## config.mk

```make
export PLATFORM = sky130hd
export DESIGN_NAME = alu_exec_unit
export DESIGN_NICKNAME = d
export VERILOG_FILES = /design/src/rtl/alu_exec_unit.sv
export SDC_FILE = /design/constraint.sdc
export NUM_CORES = 1
export LEC_CHECK = 0
export CORE_UTILIZATION = 25
export CTS_BUF_LIST = sky130_fd_sc_hd__clkbuf_8
export CTS_CLUSTER_DIAMETER = 100
export DETAILED_ROUTE_END_ITERATION = 10
export PLACE_DENSITY = 0.49
export SLEW_MARGIN = 30
export SYNTH_ARGS = -nofsm -noshare
export SYNTH_HDL_FRONTEND = slang
export SYNTH_SLANG_ARGS = --single-unit
```

## constraint.sdc

```tcl
create_clock -name clk -period 3.56 [get_ports clk]
set_input_delay 0.712 -clock clk [delete_from_list [all_inputs] [get_ports clk]]
set_output_delay 0.712 -clock clk [all_outputs]
set_load 0.02 [all_outputs]
```

## src/rtl/alu_exec_unit.sv

```systemverilog
// alu_exec_unit: execute stage fed by the ALU control decoder's one-hot enables.
// Stage 1 registers the operands and enables. Stage 2 computes add, sub, and or or
// from the stage 1 contents and registers the result and its flags.
// Handshake is valid/ready on both sides.
// The input side is ready whenever stage 1 can move. This gives one operation per cycle when unstalled.
module alu_exec_unit #(
  parameter int WIDTH = 8
) (
  input  logic             clk,
  input  logic             rst,
  input  logic             in_valid,
  output logic             in_ready,
  input  logic             ADD_EN,
  input  logic             SUB_EN,
  input  logic             AND_EN,
  input  logic             OR_EN,
  input  logic [WIDTH-1:0] op_a,
  input  logic [WIDTH-1:0] op_b,
  output logic             out_valid,
  input  logic             out_ready,
  output logic [WIDTH-1:0] result,
  output logic             zero,
  output logic             carry,
  output logic             overflow,
  output logic             illegal
);

  // Enable bundle order: {ADD, SUB, AND, OR}
  localparam logic [3:0] EN_ADD = 4'b1000;
  localparam logic [3:0] EN_SUB = 4'b0100;
  localparam logic [3:0] EN_AND = 4'b0010;
  localparam logic [3:0] EN_OR  = 4'b0001;

  // Stage 1 state
  logic             s1_v_q, s1_v_d;
  logic [WIDTH-1:0] s1_a_q, s1_a_d;
  logic [WIDTH-1:0] s1_b_q, s1_b_d;
  logic [3:0]       s1_en_q, s1_en_d;

  // Stage 2 state (drives the outputs directly)
  logic             s2_v_q, s2_v_d;
  logic [WIDTH-1:0] res_q, res_d;
  logic             zero_q, zero_d;
  logic             carry_q, carry_d;
  logic             ovf_q, ovf_d;
  logic             ill_q, ill_d;

  // Execute results computed from stage 1 contents
  logic [WIDTH:0]   sum_ext;
  logic [WIDTH:0]   diff_ext;
  logic [WIDTH-1:0] alu_res;
  logic             alu_zero, alu_carry, alu_ovf, alu_ill;

  logic s2_adv, s1_adv;

  // Advance conditions; in_ready depends only on state, out_ready and rst, never on in_valid
  always_comb begin
    s2_adv   = !s2_v_q || out_ready;
    s1_adv   = !s1_v_q || s2_adv;
    in_ready = s1_adv && !rst;
  end

  // Stage 1 next state: capture operands and enables only on an input transfer
  always_comb begin
    s1_v_d  = s1_v_q;
    s1_a_d  = s1_a_q;
    s1_b_d  = s1_b_q;
    s1_en_d = s1_en_q;
    if (s1_adv) begin
      s1_v_d = in_valid;
      if (in_valid) begin
        s1_a_d  = op_a;
        s1_b_d  = op_b;
        s1_en_d = {ADD_EN, SUB_EN, AND_EN, OR_EN};
      end
    end
  end

  // Execute the selected operation; any non-one-hot enable set is flagged illegal with zeroed data
  always_comb begin
    sum_ext   = {1'b0, s1_a_q} + {1'b0, s1_b_q};
    diff_ext  = {1'b0, s1_a_q} - {1'b0, s1_b_q};
    alu_res   = '0;
    alu_carry = 1'b0;
    alu_ovf   = 1'b0;
    alu_ill   = 1'b0;
    case (s1_en_q)
      EN_ADD: begin
        alu_res   = sum_ext[WIDTH-1:0];
        alu_carry = sum_ext[WIDTH];
        alu_ovf   = (s1_a_q[WIDTH-1] == s1_b_q[WIDTH-1]) &&
                    (sum_ext[WIDTH-1] != s1_a_q[WIDTH-1]);
      end
      EN_SUB: begin
        alu_res   = diff_ext[WIDTH-1:0];
        // Top bit of the extended difference is the unsigned borrow (a < b)
        alu_carry = diff_ext[WIDTH];
        alu_ovf   = (s1_a_q[WIDTH-1] != s1_b_q[WIDTH-1]) &&
                    (diff_ext[WIDTH-1] != s1_a_q[WIDTH-1]);
      end
      EN_AND: alu_res = s1_a_q & s1_b_q;
      EN_OR:  alu_res = s1_a_q | s1_b_q;
      default: alu_ill = 1'b1;
    endcase
    alu_zero = !alu_ill && (alu_res == '0);
  end

  // Stage 2 next state: load when the consumer side can move, otherwise hold every output bit
  always_comb begin
    s2_v_d  = s2_v_q;
    res_d   = res_q;
    zero_d  = zero_q;
    carry_d = carry_q;
    ovf_d   = ovf_q;
    ill_d   = ill_q;
    if (s2_adv) begin
      s2_v_d = s1_v_q;
      if (s1_v_q) begin
        res_d   = alu_res;
        zero_d  = alu_zero;
        carry_d = alu_carry;
        ovf_d   = alu_ovf;
        ill_d   = alu_ill;
      end
    end
  end

  // Pipeline registers; reset clears valids and the visible result/flags
  always_ff @(posedge clk) begin
    if (rst) begin
      s1_v_q  <= 1'b0;
      s1_a_q  <= '0;
      s1_b_q  <= '0;
      s1_en_q <= '0;
      s2_v_q  <= 1'b0;
      res_q   <= '0;
      zero_q  <= 1'b0;
      carry_q <= 1'b0;
      ovf_q   <= 1'b0;
      ill_q   <= 1'b0;
    end else begin
      s1_v_q  <= s1_v_d;
      s1_a_q  <= s1_a_d;
      s1_b_q  <= s1_b_d;
      s1_en_q <= s1_en_d;
      s2_v_q  <= s2_v_d;
      res_q   <= res_d;
      zero_q  <= zero_d;
      carry_q <= carry_d;
      ovf_q   <= ovf_d;
      ill_q   <= ill_d;
    end
  end

  assign out_valid = s2_v_q;
  assign result    = res_q;
  assign zero      = zero_q;
  assign carry     = carry_q;
  assign overflow  = ovf_q;
  assign illegal   = ill_q;

endmodule

```

==> flow_summary.toml <==
[status]
status = "finished clean"

[floorplan]
initial_core_util_pct = 25.8
die_w_um = 99.6
core_um2 = 9240
die_area_um2 = 9920
num_io_pins = 38
die_h_um = 99.6
rows = 35

[synth]
yosys_register_bits = 34
synth.distinct_cells = 52
ys_seq_area_share_pct = 28.6
synth-edff-count = 0
syn-cell-area_um2 = 2380
syn-num-nets = 363
syn_avg_cell_area_um2 = 7.61
postSynth.asyncResetShare_pct = 0
ys.flop_type = "dfxtp_1"
syn_inst = 313
yosysWarnings = 0

[sta]
slew_violations = 0
relSlewSlack_pct = 45.3
setup_viol = 0
timing.final.hold_violations = 0
worst_pin_slew_ns = 0.821
fmaxAchievable_mhz = 356
timing.final.crit_share_pct = 78.8
period_needed_ns = 2.81
rsz0062_at_grt = "false"
clock_skew_ns = 0.00283
tns_ns = 0

[pwr]
p_sw_uw = 312
power_uw = 983
p_int_uw = 671
p_leak_uw = 0.00114
clockPowerShare_pct = 30.4
switching_share_pct = 31.7
ir_drop_mv = 0.100
power.density_nw_per_um2 = 336
pwr-share-comb_pct = 26.4
p_seq_share_pct = 43.2

[route]
drtIter0Drc = 118
drc = 0
num_vias = 2184
first_pass_iters = 4
routed_via_density = 4.67
wirelength_um = 6220
ant_nets = 0
wl_per_cell_um = 13.3

[global_route]
grt_max_degree = 36
grtUsageTotal_pct = 13.3
antenna_found_initial = 0
grt_pass1_wl_um = 10400
overflow = 0
grt_pass1_vias = 2081

[cells_and_area]
diodes = 0
finalCoreUtilization_pct = 31.7
final_layout_size_suffix_gt1_share_pct = 5.90
fin_area_um2 = 2930
nets = 388
synthToLayoutAreaGrowth_pct = 23.0
fin_cells = 468
fill_cells = 1017

[placed_design]
dpl_cell_area_um2 = 2840
dp_cells = 460
port_buffers = 37
gp_congestion = 0.807
dp_hpwl_um = 4620

[clock_network]
cts.sinks = 34
hold_buffers = 0
cts-resized-gates = 0
cts_inserted_buffers = 5
clkTransAtPathRegs_ns = 0.07
cts_setup_buffers = 0
cts.htree.levels = 2
clk-insertion-delay-late_ns = 0.29
tritoncts = "done"
clk_path_buf_depth = 2
cts-root-buf = "clkbuf_8"

[critical_path]
worstPathRequired_ns = 2.85
cp-end-kind = "primary output"
cp.buffers_inverters = 2
crit_chain = "clkdlybuf4s50_1 > nor2b_1 > a21oi_1 > clkdlybuf4s50_1"
crit_slowest_cell = "clkdlybuf4s50_1"
critPathLaunchType = "input pin"
cp_common_cell = "clkdlybuf4s50_1"
max_stage_delay_ns = 0.54
path_max_fanout = 6
cp.arrival_ns = 2.09
worstSetupPathType = "input pin to primary output"
critical-path-top-delay-family = "buffers and inverters"

[job]
max_cap_viol_count = 0

[worst_hold_path]
hold_path_class = "flop to flop"
[cells by family (layout without fill, tap and decap cells)]
kind of cell | after synthesis | in the layout | synth area share [%]
buffers and inverters | 43 | 69 | 7.25
XOR/XNOR | 1 | 1 | 0.368
adder cells (fa/ha/maj) | 26 | 26 | 14.3
flip-flops | 34 | 34 | 28.6
AND/OR/NAND/NOR | 114 | 114 | 22.6
AO/OA/AOI/OAI | 92 | 92 | 25.1
multiplexers | 3 | 3 | 1.79
[cell usage in the layout, fill, tap and decap left out, types with 2 or more instances in the layout]
| cell | instances |
|---|---|
| nand3_1 | 3 |
| clkbuf_8 | 6 |
| nand3b_1 | 3 |
| nor4b_2 | 2 |
| a21oi_1 | 37 |
| nor2_1 | 29 |
| a21o_1 | 3 |
| o31ai_1 | 4 |
| clkdlybuf4s50_1 | 37 |
| inv_1 | 23 |
| a2bb2oi_1 | 2 |
| o21ai_0 | 15 |
| nor4_1 | 2 |
| fa_1 | 2 |
| a221o_1 | 4 |
| buf_4 | 2 |
| dfxtp_1 | 34 |
| nand2b_1 | 2 |
| mux2i_1 | 2 |
| o21a_1 | 3 |
| nor2b_1 | 8 |
| o2bb2ai_1 | 2 |
| and2_1 | 2 |
| o221ai_1 | 2 |
| nor3_1 | 2 |
| nand2_1 | 53 |
| ha_1 | 24 |
| a211oi_1 | 5 |
| a311oi_1 | 2 |
[per-layer routing]
layer / vias to the layer above / routed length (um) / global-route usage [%]
li1: 1124 / - / -
met3: 8 / 219 / 2.11
met4: 0 / 91 / 4.98
met1: 1003 / 3050 / 17.9
met2: 49 / 2860 / 21.2
met5: - / 0 / 0
[path summary, 6_finish.rpt]
check             from   endpoint  slack [ns]  cells after the start
max reg2reg  s1_a_q[0]       zero        0.84                     10
min reg2reg  s1_b_q[4]  s1_b_q[4]        0.48                      2
max          out_ready   in_ready        0.75                      4
min          s1_b_q[4]  s1_b_q[4]        0.48                      2
[synthesized netlist by cell type, types with 2 or more instances]
master	number	area (um2)
a2bb2oi_1	2	17.5
nor3_1	2	10.0
dfxtp_1	34	681
clkbuf_1	12	45.0
nand3b_1	3	22.5
and2_1	2	12.5
nand2b_1	2	12.5
nand3_1	3	15.0
mux2i_1	2	20.0
buf_2	7	35.0
a211oi_1	5	37.5
o221ai_1	2	17.5
nor2_1	29	109
o21a_1	3	22.5
nor4b_2	2	30.0
nor4_1	2	12.5
nor2b_1	8	50.1
o21ai_0	15	75.1
o31ai_1	4	30.0
a311oi_1	2	17.5
nand2_1	53	199
a21o_1	3	22.5
clkbuf_2	2	10.0
ha_1	24	300
a21oi_1	37	185
o2bb2ai_1	2	17.5
inv_1	22	82.6
fa_1	2	40.0
a221o_1	4	40.0
[registers in the layout, indices dropped and copies added (netlist names)]
name	count
s1_b_q	8
s1_en_q	4
carry	1
zero	1
out_valid	1
s1_v_q	1
result	8
s1_a_q	8
illegal	1
overflow	1
[per-stage QoR]
stage / setup WS [ns] / hold slack, ns
2_1_floorplan: 1.05 / 0.453
3_3_place_gp: 0.811 / 0.465
3_5_place_dp: 0.766 / 0.477
4_1_cts: 0.749 / 0.487
5_1_grt: 0.611 / 0.511
6_report: 0.753 / 0.479
[power by group through the flow]
stage                     combinational (uW)  clock (uW)  sequential (uW)
after floorplan                          168           0              435
after global placement                   259           0              432
after detailed placement                 260           0              433
after CTS                                261         313              424
after global routing                     288         332              429
final                                    260         299              424
[worst reg2reg max path: cells and delay by family, from the launching register on]
| family | cells | cell delay (ns) |
|---|---|---|
| AOI/OAI and AO/OA | 3 | 0.60 |
| DFF | 1 | 0.33 |
| buffers and inverters | 2 | 0.14 |
| adders and majority gates | 2 | 0.57 |
| and+or+nand+nor | 3 | 1.02 |
[layout make-up]
| type | count | area [um2] | area share (%) |
|---|---|---|---|
| clock buffers | 6 | 82.6 | 2.82 |
| multi-input cells | 236 | 1530 | 52.2 |
| inverters | 22 | 82.6 | 2.82 |
| repair buffers | 39 | 385 | 13.2 |
| clock inverters | 2 | 8.76 | 0.299 |
| flip-flops and latches | 34 | 681 | 23.2 |
| well taps | 129 | 161 | 5.51 |
(Power assumes the default switching activity.)
